==> src/rtl/sparse_decoder_pkg.sv <==
// Shared definitions for the sparse matrix decoder and its delta index accumulator.
// Contents: default index width, accumulator FSM state encoding, delta kind constants.
package sparse_decoder_pkg;

    localparam int unsigned DEFAULT_IDX_W = 32;

    typedef enum logic [1:0] {
        ACC_IDLE  = 2'd0,
        ACC_RUN   = 2'd1,
        ACC_DRAIN = 2'd2
    } acc_state_e;

    // Value of delta_is_row for each delta kind
    localparam logic DELTA_COL = 1'b0;
    localparam logic DELTA_ROW = 1'b1;

endpackage

==> src/rtl/delta_index_accumulator_if.sv <==
// Bus between the index-code decoder / SpMV consumer side (master) and the accumulator (slave).
// Signals: start/start_row/nnz control, busy/done/err status, delta stream in with
// stall_delta back-pressure, index pair stream out with stall_index back-pressure.
interface delta_index_accumulator_if
    import sparse_decoder_pkg::*;
#(
    parameter int unsigned IDX_W = DEFAULT_IDX_W
) ();

    logic             start;
    logic [IDX_W-1:0] start_row;
    logic [IDX_W-1:0] nnz;
    logic             busy;
    logic             done;
    logic             err;
    logic             push_delta;
    logic             delta_is_row;
    logic [IDX_W-1:0] delta;
    logic             stall_delta;
    logic             push_index;
    logic [IDX_W-1:0] row;
    logic [IDX_W-1:0] col;
    logic             stall_index;

    modport master (
        output start, start_row, nnz, push_delta, delta_is_row, delta, stall_index,
        input  busy, done, err, stall_delta, push_index, row, col
    );

    modport slave (
        input  start, start_row, nnz, push_delta, delta_is_row, delta, stall_index,
        output busy, done, err, stall_delta, push_index, row, col
    );

endinterface

==> src/rtl/index_fifo.sv <==
// Synchronous FIFO holding packed {row, col} index pairs.
// Ports: clk/rst_n, wr_en_i/wr_data_i write side, rd_en_i/rd_data_o read side (rd_data_o is
// the current head, valid while !empty_o), empty_o/full_o flags, count_o occupancy.
// Write while full is accepted only together with a read.
module index_fifo #(
    parameter int unsigned WIDTH = 64,
    parameter int unsigned DEPTH = 8
) (
    input  logic                     clk,
    input  logic                     rst_n,
    input  logic                     wr_en_i,
    input  logic [WIDTH-1:0]         wr_data_i,
    input  logic                     rd_en_i,
    output logic [WIDTH-1:0]         rd_data_o,
    output logic                     empty_o,
    output logic                     full_o,
    output logic [$clog2(DEPTH):0]   count_o
);

    localparam int unsigned AW = $clog2(DEPTH);

    logic [WIDTH-1:0] mem_q [DEPTH];
    logic [AW-1:0]    wr_ptr_q, rd_ptr_q;
    logic [AW:0]      count_q;
    logic             wr_ok, rd_ok;

    assign empty_o   = (count_q == '0);
    assign full_o    = (count_q == (AW+1)'(DEPTH));
    assign rd_ok     = rd_en_i & ~empty_o;
    assign wr_ok     = wr_en_i & (~full_o | rd_ok);
    assign rd_data_o = mem_q[rd_ptr_q];
    assign count_o   = count_q;

    always_ff @(posedge clk or negedge rst_n) begin
        if (!rst_n) begin
            for (int i = 0; i < DEPTH; i++) begin
                mem_q[i] <= '0;
            end
            wr_ptr_q <= '0;
            rd_ptr_q <= '0;
            count_q  <= '0;
        end else begin
            if (wr_ok) begin
                mem_q[wr_ptr_q] <= wr_data_i;
                wr_ptr_q        <= wr_ptr_q + 1'b1;
            end
            if (rd_ok) begin
                rd_ptr_q <= rd_ptr_q + 1'b1;
            end
            unique case ({wr_ok, rd_ok})
                2'b10:   count_q <= count_q + 1'b1;
                2'b01:   count_q <= count_q - 1'b1;
                default: count_q <= count_q;
            endcase
        end
    end

endmodule

==> src/rtl/delta_index_accumulator.sv <==
// Turns the decoded column/row delta stream into absolute (row, col) index pairs for SpMV.
// Ports: clk, rst_n (async active-low), bus (slave modport) carrying start/nnz control,
// busy/done/err status, the delta input stream and the buffered index pair output stream.
module delta_index_accumulator
    import sparse_decoder_pkg::*;
#(
    parameter int unsigned IDX_W       = DEFAULT_IDX_W,
    parameter int unsigned FIFO_DEPTH  = 8,
    parameter int unsigned STALL_SLACK = 2
) (
    input  logic                       clk,
    input  logic                       rst_n,
    delta_index_accumulator_if.slave   bus
);

    localparam int unsigned CW = $clog2(FIFO_DEPTH) + 1;

    acc_state_e       state_q, state_d;
    logic [IDX_W-1:0] row_acc_q, row_acc_d;
    logic [IDX_W-1:0] col_acc_q, col_acc_d;
    logic [IDX_W-1:0] remaining_q, remaining_d;
    logic             first_q, first_d;
    logic             err_q, err_d;
    logic             stall_q, stall_d;
    logic             err_set;

    logic             fifo_empty, fifo_full, pop, wr_en;
    logic [CW-1:0]    fifo_count, count_next;
    logic [2*IDX_W-1:0] head;

    logic             col_push, row_push;
    logic [IDX_W:0]   col_sum, row_sum;
    logic [IDX_W-1:0] col_new;

    assign pop      = ~fifo_empty & ~bus.stall_index;
    assign col_push = (state_q == ACC_RUN) & bus.push_delta & (bus.delta_is_row == DELTA_COL);
    assign row_push = (state_q == ACC_RUN) & bus.push_delta & (bus.delta_is_row == DELTA_ROW);
    // A column delta is dropped only when the FIFO is full and nothing leaves this cycle
    assign wr_en    = col_push & (~fifo_full | pop);
    assign col_sum  = {1'b0, col_acc_q} + {1'b0, bus.delta};
    assign row_sum  = {1'b0, row_acc_q} + {1'b0, bus.delta};
    assign col_new  = first_q ? bus.delta : col_sum[IDX_W-1:0];

    index_fifo #(
        .WIDTH (2 * IDX_W),
        .DEPTH (FIFO_DEPTH)
    ) u_fifo (
        .clk       (clk),
        .rst_n     (rst_n),
        .wr_en_i   (wr_en),
        .wr_data_i ({row_acc_q, col_new}),
        .rd_en_i   (pop),
        .rd_data_o (head),
        .empty_o   (fifo_empty),
        .full_o    (fifo_full),
        .count_o   (fifo_count)
    );

    always_comb begin
        state_d     = state_q;
        row_acc_d   = row_acc_q;
        col_acc_d   = col_acc_q;
        remaining_d = remaining_q;
        first_d     = first_q;
        err_d       = err_q;
        err_set     = 1'b0;
        unique case (state_q)
            ACC_IDLE: begin
                if (bus.push_delta) err_set = 1'b1;
                if (bus.start) begin
                    row_acc_d   = bus.start_row;
                    col_acc_d   = '0;
                    first_d     = 1'b1;
                    remaining_d = bus.nnz;
                    err_d       = 1'b0;
                    state_d     = (bus.nnz == '0) ? ACC_DRAIN : ACC_RUN;
                end
            end
            ACC_RUN: begin
                if (row_push) begin
                    row_acc_d = row_sum[IDX_W-1:0];
                    col_acc_d = '0;
                    first_d   = 1'b1;
                    if (row_sum[IDX_W]) err_set = 1'b1;
                end else if (col_push) begin
                    if (wr_en) begin
                        col_acc_d   = col_new;
                        first_d     = 1'b0;
                        remaining_d = remaining_q - IDX_W'(1);
                        // Carry out or duplicate column only apply to relative deltas
                        if (!first_q && (col_sum[IDX_W] || bus.delta == '0)) err_set = 1'b1;
                        if (remaining_q == IDX_W'(1)) state_d = ACC_DRAIN;
                    end else begin
                        err_set = 1'b1;
                    end
                end
            end
            ACC_DRAIN: begin
                if (bus.push_delta) err_set = 1'b1;
                if (fifo_empty) state_d = ACC_IDLE;
            end
            default: state_d = ACC_IDLE;
        endcase
        err_d = err_d | err_set;
    end

    // Registered from next-cycle occupancy so stall_delta tracks the current fill level
    assign count_next = fifo_count + {{(CW-1){1'b0}}, wr_en} - {{(CW-1){1'b0}}, pop};
    assign stall_d    = (CW'(FIFO_DEPTH) - count_next) <= CW'(STALL_SLACK);

    always_ff @(posedge clk or negedge rst_n) begin
        if (!rst_n) begin
            state_q     <= ACC_IDLE;
            row_acc_q   <= '0;
            col_acc_q   <= '0;
            remaining_q <= '0;
            first_q     <= 1'b1;
            err_q       <= 1'b0;
            stall_q     <= 1'b0;
        end else begin
            state_q     <= state_d;
            row_acc_q   <= row_acc_d;
            col_acc_q   <= col_acc_d;
            remaining_q <= remaining_d;
            first_q     <= first_d;
            err_q       <= err_d;
            stall_q     <= stall_d;
        end
    end

    assign bus.busy        = (state_q != ACC_IDLE);
    assign bus.done        = (state_q == ACC_DRAIN) & fifo_empty;
    assign bus.err         = err_q;
    assign bus.stall_delta = stall_q;
    assign bus.push_index  = pop;
    assign bus.row         = head[2*IDX_W-1:IDX_W];
    assign bus.col         = head[IDX_W-1:0];

endmodule

==> src/flat_wrapper.sv <==
// flat-port wrapper written by rule: the top's interface ports become plain ports
module delta_index_accumulator_flat import sparse_decoder_pkg::*;
#(
    parameter int unsigned IDX_W       = DEFAULT_IDX_W,
    parameter int unsigned FIFO_DEPTH  = 8,
    parameter int unsigned STALL_SLACK = 2
)
  (clk, rst_n, bus_start, bus_start_row, bus_nnz, bus_push_delta, bus_delta_is_row, bus_delta, bus_stall_index, bus_busy, bus_done, bus_err, bus_stall_delta, bus_push_index, bus_row, bus_col);
  delta_index_accumulator_if #(.IDX_W(IDX_W)) bus_i ();
  input  logic clk;
  input  logic rst_n;
  input wire logic [$bits(bus_i.start)-1:0] bus_start;
  input wire logic [$bits(bus_i.start_row)-1:0] bus_start_row;
  input wire logic [$bits(bus_i.nnz)-1:0] bus_nnz;
  input wire logic [$bits(bus_i.push_delta)-1:0] bus_push_delta;
  input wire logic [$bits(bus_i.delta_is_row)-1:0] bus_delta_is_row;
  input wire logic [$bits(bus_i.delta)-1:0] bus_delta;
  input wire logic [$bits(bus_i.stall_index)-1:0] bus_stall_index;
  output wire logic [$bits(bus_i.busy)-1:0] bus_busy;
  output wire logic [$bits(bus_i.done)-1:0] bus_done;
  output wire logic [$bits(bus_i.err)-1:0] bus_err;
  output wire logic [$bits(bus_i.stall_delta)-1:0] bus_stall_delta;
  output wire logic [$bits(bus_i.push_index)-1:0] bus_push_index;
  output wire logic [$bits(bus_i.row)-1:0] bus_row;
  output wire logic [$bits(bus_i.col)-1:0] bus_col;
  assign bus_i.start = bus_start;
  assign bus_i.start_row = bus_start_row;
  assign bus_i.nnz = bus_nnz;
  assign bus_i.push_delta = bus_push_delta;
  assign bus_i.delta_is_row = bus_delta_is_row;
  assign bus_i.delta = bus_delta;
  assign bus_i.stall_index = bus_stall_index;
  assign bus_busy = bus_i.busy;
  assign bus_done = bus_i.done;
  assign bus_err = bus_i.err;
  assign bus_stall_delta = bus_i.stall_delta;
  assign bus_push_index = bus_i.push_index;
  assign bus_row = bus_i.row;
  assign bus_col = bus_i.col;
  delta_index_accumulator #(.IDX_W(IDX_W), .FIFO_DEPTH(FIFO_DEPTH), .STALL_SLACK(STALL_SLACK)) u_core (.clk(clk), .rst_n(rst_n), .bus(bus_i));
endmodule
==> config.mk <==
export PLATFORM = sky130hd
export DESIGN_NAME = delta_index_accumulator_flat
export DESIGN_NICKNAME = d
export VERILOG_FILES = /design/src/rtl/sparse_decoder_pkg.sv /design/src/rtl/delta_index_accumulator_if.sv /design/src/rtl/index_fifo.sv /design/src/rtl/delta_index_accumulator.sv /design/src/flat_wrapper.sv
export SDC_FILE = /design/constraint.sdc
export NUM_CORES = 1
export LEC_CHECK = 0
export BUFFER_PORTS_ARGS = -buffer_cell sky130_fd_sc_hd__buf_2
export CAP_MARGIN = 20
export CORE_MARGIN = 3
export CORE_UTILIZATION = 47
export CTS_BUF_LIST = sky130_fd_sc_hd__clkbuf_4 sky130_fd_sc_hd__clkbuf_8 sky130_fd_sc_hd__clkbuf_16
export DETAILED_ROUTE_END_ITERATION = 10
export PLACE_DENSITY_LB_ADDON = 0.08
export RECOVER_POWER = 25
export SETUP_SLACK_MARGIN = 0.2
export SLEW_MARGIN = 0
export SYNTH_ARGS = -nofsm -noshare
export SYNTH_HDL_FRONTEND = slang
export SYNTH_HIERARCHICAL = 1
export SYNTH_SLANG_ARGS = --single-unit
==> constraint.sdc <==
create_clock -name clk -period 3.93 [get_ports clk]
set_clock_uncertainty 0.2 [all_clocks]
set_input_delay 0.1965 -clock clk [delete_from_list [all_inputs] [get_ports clk]]
set_output_delay 0.1965 -clock clk [all_outputs]
set_load 0.01 [all_outputs]
== Word-level counts from Yosys, hierarchy flattened ==
Cells that the tools add are included.

* Output and inout port bits: 69
* Input bits: 102
* Bits in registers: 623

* Magnitude comparators: 4
* Mux-type cells: 43
* $add $sub $neg: 10
* Bitwise operators: 17
* Reduce and logical (&&, ||, !) cells: 16
* Equal/unequal tests: 15

{| class="wikitable"
|+ Operators by type and width
! cell !! count
|-
| $bwmux W512 || 1
|-
| $mux W32 || 11
|-
| $bmux W64 S3 || 1
|-
| $demux W64 S3 || 1
|-
| $mux W64 || 3
|-
| $pmux W32 S2 || 3
|-
| $add A32 B32 Y33 || 2
|-
| $logic_not A32 Y1 || 2
|-
| $eq A32 B1 Y1 const B || 1
|-
| $sub A32 B1 Y32 const B || 1
|-
| $mux W2 || 7
|-
| $mux W1 || 12
|-
| $and A1 B1 Y1 || 8
|-
| $ge A4 B4 Y1 const B || 2
|-
| $ne A2 B2 Y1 const B || 4
|-
| $not A3 Y4 || 2
|-
| $pmux W4 S2 || 1
|-
| $add A3 B1 Y3 const B || 2
|-
| $ne A2 B1 Y1 const B || 3
|-
| $pmux W2 S3 || 1
|-
| $reduce_and A6 Y1 || 1
|-
| $reduce_bool A2 Y1 || 3
|-
| $reduce_and A5 Y1 || 1
|-
| $add A4 B1 Y4 || 1
|-
| other kinds (22) || 31
|}

== Depth between registers and ports, before layout ==
Gate-level depths: netlist of the first run.

* Depth in word-level cells: 10
* Depth in mapped cells: 15

== By module ==
Netlist of the first run, hierarchy kept.

{| class="wikitable"
|+ By module, submodules not included
! module !! times used !! area an instance (µm²) !! cells an instance !! sequential area each (µm²)
|-
| index_fifo || 1 || 24202.0 || 1373 || 13062.5
|-
| delta_index_accumulator || 1 || 8406.8 || 1054 || 2528.7
|}

== Worst setup path before layout of the first run ==
OpenSTA, ideal clock, no wires.

* Kind: register to register
* From: reg u_core.u_fifo.count_q[1] (netlist: u_core/u_fifo/count_o[1])
* To: reg u_core.u_fifo.count_q[3] (netlist: u_core/u_fifo/count_o[3])
* Cell stages (with the launch flop): 16
* Path slack: 0.126 ns
* Clock period less this slack: 3.804 ns
* Data required time: 3.599 ns
* Path buffers: 3
* Data arrival time: 3.473 ns
* Path through: dfrtp_1 > or3_1 > buf_6 > nor2_1 > o21ai_0 > nand2_1 > inv_1 > clkbuf_1 > buf_2 > or2_2 > inv_1 > ha_1 > or2_2 > a21oi_1 > mux2i_1 > or3_1

* Longest elaborated chain between the ends: 8
* Elaborated cells between the ends (all ways): 16
* Those cells by class: 2 x add/sub; 3 x eq/ne; 1 x mux; 8 x bitwise; 2 x reduce/logical

{| class="wikitable"
|+ Ends and longest elaborated chain
! item !! line !! RTL
|-
| start, declared || index_fifo.sv:24 || <nowiki>logic [AW:0] count_q;</nowiki>
|-
| start signal, assigned || index_fifo.sv:51 || <nowiki>2'b10: count_q <= count_q + 1'b1;</nowiki>
|-
| start signal, assigned || index_fifo.sv:52 || <nowiki>2'b01: count_q <= count_q - 1'b1;</nowiki>
|-
| start signal, assigned || index_fifo.sv:53 || <nowiki>default: count_q <= count_q;</nowiki>
|-
| $logic_not A4 Y1 (*) || index_fifo.sv:27 || <nowiki>assign empty_o = (count_q == '0);</nowiki>
|-
| via u_core.fifo_empty || delta_index_accumulator.sv:27 || <nowiki>logic fifo_empty, fifo_full, pop, wr_en;</nowiki>
|-
| $not A1 Y1 (*) || delta_index_accumulator.sv:35 || <nowiki>assign pop = ~fifo_empty & ~bus.stall_index;</nowiki>
|-
| $and A1 B1 Y1 (*) || delta_index_accumulator.sv:35 ||
|-
| $or A1 B1 Y1 (*) || delta_index_accumulator.sv:39 || <nowiki>assign wr_en = col_push & (~fifo_full | pop);</nowiki>
|-
| $and A1 B1 Y1 (*) || delta_index_accumulator.sv:39 ||
|-
| via u_core.wr_en || delta_index_accumulator.sv:27 ||
|-
| $and A1 B1 Y1 (*) || index_fifo.sv:30 || <nowiki>assign wr_ok = wr_en_i & (~full_o | rd_ok);</nowiki>
|-
| $eq A2 B1 Y1 / $eq A2 B2 Y1 (equally long branches) || index_fifo.sv:50 || <nowiki>unique case ({wr_ok, rd_ok})</nowiki>
|-
| $pmux W4 S2 / $reduce_bool A2 Y1 (equally long branches) || -- ||
|}

Mark *: on every way through the listed nets, which the timed path passes. The rest lies on a longest branch.
A chain may end at the register's enable or synchronous reset.

== Worst setup path in the final report of the first run ==
* From: reg u_core.col_acc_q[4]
* To: reg u_core/u_fifo/mem_q[25] (netlist bit)

* Longest elaborated chain between the ends: 3

{| class="wikitable"
|+ Ends and longest elaborated chain
! item !! line !! RTL
|-
| start, declared || delta_index_accumulator.sv:20 || <nowiki>logic [IDX_W-1:0] col_acc_q, col_acc_d;</nowiki>
|-
| start signal, assigned || delta_index_accumulator.sv:123 || <nowiki>col_acc_q <= col_acc_d;</nowiki>
|-
| $add A32 B32 Y33 || delta_index_accumulator.sv:40 || <nowiki>assign col_sum = {1'b0, col_acc_q} + {1'b0, bus.delta};</nowiki>
|-
| $mux W32 || delta_index_accumulator.sv:42 || <nowiki>assign col_new = first_q ? bus.delta : col_sum[IDX_W-1:0];</nowiki>
|-
| via u_core.col_new[25] || delta_index_accumulator.sv:33 || <nowiki>logic [IDX_W-1:0] col_new;</nowiki>
|-
| $bwmux W512 || index_fifo.sv:44 || <nowiki>mem_q[wr_ptr_q] <= wr_data_i;</nowiki>
|-
| end signal, assigned by index || index_fifo.sv:44 ||
|-
| end, declared || index_fifo.sv:22 || <nowiki>logic [WIDTH-1:0] mem_q [DEPTH];</nowiki>
|}

The timed path passes the listed nets, and every way through them passes these cells.

==> key figures, run 1 <==
Synthesis
  – Yosys cell types: 79
  – Yosys warns: 6
  – Post-synth EDFFs: 0
  – Top cells by count, synth: 622 x dfrtp_1, 457 x mux2_2, 128 x mux4_2
  – Synth top area share: 47.7%
  – Synth Area in Simple Gates: 5.91%
  – XOR/XNOR share of the synthesized area: 1.56%
  – Largest cells by area after synthesis: dfrtp_1 48%, mux2_2 16%, mux4_2 8.8%, mux2_4 5.5%, ha_1 2.8%
  – Synth Area in Adders: 3.01%
  – Largest family of logic cells by synthesized area: multiplexers
  – Post-synth top area cell: dfrtp_1
  – #FFs+latches synth: 623
  – Most common cell in the synthesized netlist: dfrtp_1
  – Cell Area, Synth: 0.0326 mm^2
  – Post-synth ARST share: 100%
  – Post-synthesis sequential area ratio: 47.8%
  – Synth Area per Inst: 13.4 um^2
  – Post-synth top flop: dfrtp_1
  – Compound-Gate Fraction of Synth Area: 7.63%
  – Mapped Cells: 2427
  – Multiplexer share of the synthesized area: 30.6%
  – Synth Net Count: 2605

Layout
  – Storage cell area: 0.0156 mm^2
  – # fillers: 5720
  – P&R area growth vs syn: 15.9%
  – Nets: 2859
  – Layout cells sized above 1: 40.4%
  – Multi-input logic area: 0.0160 mm^2

Setup path
  – Worst R2R Start: u_core/col_acc_q[4]
  – CP required: 4.27 ns
  – Worst reg-to-reg path cell count: 11
  – Reg2Reg Setup Slack: 0.42 ns
  – CP Max Fanout: 8
  – Crit Path Class: reg2reg
  – Critical R2R Capture: u_core/u_fifo/mem_q[25]
  – CP Launch Type: register
  – WP data arrival: 3.85 ns
  – CP endpoint kind: register
  – Slowest stage delay, CP: 0.41 ns
  – CP cell instances: ha_1 -> or2_2 -> a31oi_1 -> a21o_1 -> o311a_1 -> a311oi_1 -> a221o_1 -> a21oi_1 -> mux2i_1 -> and2_1 -> mux2_2
  – Max stage delay cell, worst path: a221o_1

STA
  – Fin crit period: 3.51 ns
  – Slew Viols, Final: 82
  – Min Hold Slack: -0.0125 ns
  – Max Fclk: 0.285 GHz
  – Slew HR: -76.2%
  – Worst-Margin Slew: 2.64 ns
  – Setup TNS: 0 ns
  – RSZ-0062 raised after global routing: false
  – Tcrit/Tclk final: 89.3%
  – Final setup fails: 0
  – Fin. Hold Viols: 1

Floorplan
  – Core Region: 0.0680 mm^2
  – Row cnt: 95
  – Die W: 269 um
  – I/O pins: 171
  – Die height: 269 um
  – Die area: 0.0726 mm^2
  – Initial core utilization: 48.0%

Flow run
  – Total of max-cap violations: 1

Hold path
  – WHS Path Cells: 4
  – Worst Hold Class: in2reg
  – Hold path start: bus_delta[22]
  – Worst hold endpoint: u_core/col_acc_q[22]

Status
  – Status: finished with violations
  – Failing checks: hold timing, capacitance limit, slew limit

CTS
  – Total CTS buffers: 71
  – Root Buffer: clkbuf_16
  – Post-CTS Setup Inserts: 0
  – Clk pin slew, worst setup/hold paths: 0.06 ns
  – Insertion delay to the later sink of the worst-skew pair: 0.61 ns
  – CTS tree: yes
  – H-Tree Depth: 3
  – Clock sink count: 623
  – CTS max path bufs: 3

Power and ir drop
  – Leak: 17.9 nW
  – Final Power: 0.0307 W
  – Power per Cell Area: 813 mW/mm^2
  – Max VDD drop: 622 uV

Global routing
  – Vias in the first global route: 22612
  – All-Layer GR Usage: 24.9%
  – First-pass GRT wire length: 140000 um
  – Grt total ovfl: 0
  – Antenna violations before repair: 13
  – Pin count of the biggest net entering global routing: 87

Routing
  – Via count: 21692
  – Routed WL: 90300 um
  – Detail Route Antenna Nets: 0
  – Post-DR vias/cell: 5.92
  – Starting DRT DRC Count: 1577
  – Router iterations before antenna repair: 5
  – DRC Markers: 0
  – Drt wl/cell: 24.7 um

Placement
  – Routability cong.: 0.922
  – I/O Buffers: 170
  – DP HPWL: 58100 um
==> area by class of cell <==
class	count	share of cell area [%]
well taps	921	3.05
repair buffers	323	6.63
clock inverters	21	0.679
inverters	26	0.258
diodes	9	0.0596
multi-input cells	1636	42.2
flip-flops and latches	623	41.3
clock buffers	104	5.84
==> worst max-delay path by stage <==
stage / end / cells past startpoint / startpoint
after floorplan: u_core/u_fifo/count_o[3] / 15 / u_core/u_fifo/count_o[1]
after global placement: u_core/u_fifo/mem_q[156] / 13 / u_core/col_acc_q[0]
after detailed placement: u_core/u_fifo/mem_q[348] / 13 / u_core/col_acc_q[0]
after CTS: u_core/u_fifo/mem_q[10] / 12 / u_core/col_acc_q[0]
after global routing: u_core/u_fifo/mem_q[25] / 11 / u_core/col_acc_q[4]
final: u_core/u_fifo/mem_q[25] / 11 / u_core/col_acc_q[4]
==> critical path: cells and delay by family, from the launching register on <==
kind / cells / cell delay [ns]
simple gates: 2 / 0.64
compound gates: 6 / 1.44
mux: 2 / 0.45
flops: 1 / 0.39
fa+ha+maj: 1 / 0.34
==> cells by family after synthesis <==
logic type | after synthesis
flip-flops | 623
multiplexers | 718
adder cells (fa/ha/maj) | 76
AND/OR/NAND/NOR | 383
AO/OA/AOI/OAI | 401
XOR/XNOR | 58
buffers and inverters | 168
==> power by group <==
| part | switching [W] | internal (W) | total, W | leakage, nW |
|---|---|---|---|---|
| registers | 0.00214 | 0.00896 | 0.0111 | 8.23 |
| clock network | 0.00267 | 0.00422 | 0.00690 | 1.23 |
| logic | 0.00625 | 0.00649 | 0.0127 | 8.47 |
==> sequential cells by signal, indices dropped and copies added (netlist names) <==
register                cells
u_core/u_fifo/mem_q       512
u_core/col_acc_q           32
u_core/remaining_q         32
u_core/row_acc_q           32
u_core/u_fifo/count_o       4
u_core/u_fifo/rd_ptr_q      3
u_core/u_fifo/wr_ptr_q      3
u_core/state_q              2
u_core/bus.err              1
u_core/bus.stall_delta      1
u_core/first_q              1
==> layout by cell type (no fill, tap or decap), types with 8 or more instances in the layout <==
cell           count
a21o_1            27
nor3_1            28
nand2b_1          15
o21bai_1          10
a31oi_1           16
buf_12            24
ha_1              72
xor2_1            27
a21oi_1          117
dlygate4sd3_1     88
inv_1             26
mux2_4           120
a22o_1            25
buf_2            170
nand4_1           10
diode_2            9
mux4_2           128
nor2_1            75
o22ai_1            8
clkinv_2          10
clkbuf_4          16
clkbuf_16         76
clkbuf_8          15
and3_1            12
mux2_2           457
mux2i_1            8
nor4_1            22
buf_4             33
or3_1             22
nor2b_1           12
nand3_1           24
o21ai_0          112
dfrtp_1          619
nand2_1          126
xnor2_1           31
==> stage by stage <==
| stage | worst slack [ns] | area (um^2) | util [%] | hold slack, ns | std cells |
|---|---|---|---|---|---|
| after global placement | 0.207 | 34400 | 50.6 | 0.0834 | 3437 |
| after detailed placement | 0.102 | 34400 | 50.6 | 0.0963 | 3437 |
| after CTS | 0.248 | 37700 | 55.5 | 0.0110 | 3648 |
| final | 0.419 | 37800 | 55.6 | -0.0125 | 3663 |
| after floorplan | 0.222 | 32600 | - | -0.299 | 2427 |
| after global routing | 0.208 | 37800 | 55.6 | 0.00328 | 3658 |
==> timing repair <==
action | in CTS | in global routing
hold buffers | 86 | 2
gates resized for setup | 3 | 14
endpoints found under the hold margin | 240 | 2
endpoints found under the setup margin | 17 | 99
==> routing by layer <==
layer / global-route usage (%) / vias to the layer above / wire length (um)
met5: 0 / - / 55
met4: 6.74 / 8 / 2200
met3: 4.49 / 144 / 4600
met2: 40.0 / 564 / 42700
met1: 34.9 / 11401 / 40800
li1: - / 9575 / -
No activity file was read; power rests on OpenSTA's default activity.
==> run 2: changes to the inputs <==
==> constraint.sdc (replaced) <==
create_clock -name clk -period 4.51 [get_ports clk]
set_clock_uncertainty 0.2 [all_clocks]
set_input_delay 0.2255 -clock clk [delete_from_list [all_inputs] [get_ports clk]]
set_output_delay 0.2255 -clock clk [all_outputs]
set_load 0.01 [all_outputs]
==> run 2 against run 1 <==
The run ends with capacitance limit, slew limit left; final area fell by 0.77%; combinational power fell by 14%; utilization fell by 0.43 points; non-clock buffer count fell by 10; sequential cell count did not move; sequential share of layout area rose by 0.32 points; clock power fell by 16%; hold slack improved by 0.074 ns; die area did not move; register-to-register slack improved by 0.04 ns; maximum frequency fell by 13%; final cell count fell by 0.27%; largest power group unchanged.
==> key figures, run 2 (synthesis results as in run 1) <==
Routing
  – Router iterations before antenna repair: 5
  – DRC Markers: 0
  – Metal3 WL: 4330 um
  – Starting DRT DRC Count: 1551
  – Drt wl/cell: 24.5 um
  – DR WL met2: 41300 um
  – Via count: 21563
  – Top Layer Used: met5
  – Post-DR vias/cell: 5.90
  – Detail Route Antenna Nets: 0
  – Routed WL: 89400 um
  – Met1 wire length: 40800 um

Layout
  – Number of flip-flops in the largest register: 512
  – Commonest non-fill, non-tap cell in the layout: dfrtp_1
  – P&R area growth vs syn: 15.0%
  – Top reg by flops: u_core/u_fifo/mem_q
  – Nets: 2849
  – Layout cells sized above 1: 40.0%
  – Post-route cell area: 0.0375 mm^2
  – Most frequent cells in the layout: 619 x dfrtp_1, 457 x mux2_2, 168 x buf_2, 128 x mux4_2, 126 x nand2_1

STA
  – Slew Viols, Final: 94
  – Slew HR: -83.9%
  – Tcrit/Tclk final: 89.8%
  – Fin crit period: 4.05 ns
  – Max Fclk: 0.247 GHz
  – Fin. Hold Viols: 0
  – Final WS setup: 0.462 ns
  – Setup TNS: 0 ns
  – RSZ-0062 raised after global routing: false
  – Final setup fails: 0
  – Worst-Margin Slew: 2.76 ns
  – Min Hold Slack: 0.0616 ns

Global routing
  – Vias in the first global route: 22788
  – First-pass GRT wire length: 139000 um
  – Antenna violations before repair: 13
  – Grt total ovfl: 0
  – All-Layer GR Usage: 24.7%
  – Pin count of the biggest net entering global routing: 115

Floorplan
  – Core Region: 0.0680 mm^2
  – Die height: 269 um
  – Row cnt: 95
  – Initial core utilization: 48.0%
  – Die W: 269 um
  – I/O pins: 171
  – Die area: 0.0726 mm^2

Placement
  – Placed Area: 0.0343 mm^2
  – I/O Buffers: 170
  – Worst slack, placed: 0.593 ns
  – DP HPWL: 57800 um
  – Routability cong.: 0.893

Setup path
  – Worst R2R Start: u_core/row_acc_q[0]
  – Critical R2R Capture: u_core/bus.err
  – Worst reg-to-reg path cell count: 11
  – CP Launch Type: register
  – CP endpoint kind: register
  – CP Max Fanout: 10
  – WP data arrival: 4.32 ns
  – Crit Path Class: reg2reg
  – Reg2Reg Setup Slack: 0.46 ns
  – CP required: 4.78 ns

Power and ir drop
  – Leak: 17.8 nW
  – Sw Ratio: 36.1%
  – Clock network power share: 21.9%
  – Int Power: 0.0169 W
  – Power per Cell Area: 707 mW/mm^2
  – Switching pwr: 0.00958 W
  – Max VDD drop: 329 uV
  – Combinational Power Share: 40.9%
  – Sequential group share of total power: 37.2%

CTS
  – Root Buffer: clkbuf_16
  – Insertion delay to the later sink of the worst-skew pair: 0.61 ns
  – Clk pin slew, worst setup/hold paths: 0.06 ns
  – CTS tree: yes
  – Clock sink count: 623
  – H-Tree Depth: 3
  – Post-CTS Setup Inserts: 0
  – Total CTS buffers: 71
  – CTS max path bufs: 3

Hold path
  – Worst Hold Class: in2reg
  – Worst hold endpoint: u_core/row_acc_q[1]
  – WHS Path Cells: 4
  – Hold path start: bus_delta[1]

Status
  – Status: finished with violations
  – Failing checks: capacitance limit, slew limit

Flow run
  – Total of max-cap violations: 1
run 2: cell count changes in the layout (fill, tap and decap cells not counted), moves of 3 or more:
cell	change
clkbuf_4	+5
o21ai_2	-3
o21ai_1	-3
dlygate4sd3_1	-7
o21ai_0	+6
clkbuf_16	-3
buf_12	-6
buf_4	+4
run 2: critical path, stage by stage, from the launching register on:
cell           delay [ns]
dfrtp_1              0.57
ha_1                 0.32
fa_1                 0.44
a211oi_1             0.33
o21bai_1             0.19
nand4_1              0.18
a21boi_0             0.15
o21ai_1              0.37
o21ai_0              0.25
o2111ai_1            0.18
nand4_1              0.14
dlygate4sd3_1        0.59
run 2: timing repair:
| item | CTS | global route |
|---|---|---|
| gates resized for setup | 0 | 1 |
| hold buffers | 79 | 2 |
| hold endpoints to repair | 174 | 2 |
| setup endpoints to repair | 0 | 1 |
run 2: layout make-up:
| type | count | area, um^2 |
|---|---|---|
| inverter | 26 | 97.6 |
| tap | 921 | 1150 |
| antenna | 8 | 20.0 |
| timing repair buffer | 313 | 2340 |
| fill | 5676 | 30500 |
| clock inverter | 21 | 219 |
| clock buffer | 105 | 2150 |
| sequential | 623 | 15600 |
| multi-input combinational | 1636 | 15900 |
run 2: layer usage:
layer	GRT usage [%]	vias to the layer above
met2	39.1	538
met4	7.92	10
met5	0	-
met3	4.61	173
met1	34.6	11276
li1	-	9566
run 2: power groups by stage:
stage               Combinational [W]  Clock (W)  Sequential (W)
finish                         0.0109    0.00581         0.00987
global route                   0.0119    0.00621          0.0102
CTS                            0.0109    0.00596         0.00984
detailed placement             0.0108          0         0.00990
global placement               0.0105          0         0.00976
floorplan                     0.00828          0         0.00886
run 2: worst max path at each step:
stage	from	end	slack, ns	depth (start not counted)
floorplan	u_core/u_fifo/count_o[1]	u_core/u_fifo/count_o[3]	0.71	15
global placement	bus_delta[0]	u_core/u_fifo/mem_q[28]	0.44	14
detailed placement	u_core/u_fifo/count_o[2]	u_core/u_fifo/mem_q[105]	0.59	10
CTS	u_core/row_acc_q[0]	u_core/bus.err	0.31	11
global route	rst_n	u_core/u_fifo/mem_q[497]	0.26	3
finish	u_core/row_acc_q[0]	u_core/bus.err	0.46	11
run 2: per-stage QoR:
step | std cells | total power (W) | utilization, %
6_report | 3653 | 0.0265 | 55.2
4_1_cts | 3639 | 0.0267 | 55.1
3_3_place_gp | 3432 | 0.0203 | 50.4
3_5_place_dp | 3434 | 0.0207 | 50.4
2_1_floorplan | 2427 | 0.0171 | -
5_1_grt | 3647 | 0.0282 | 55.1
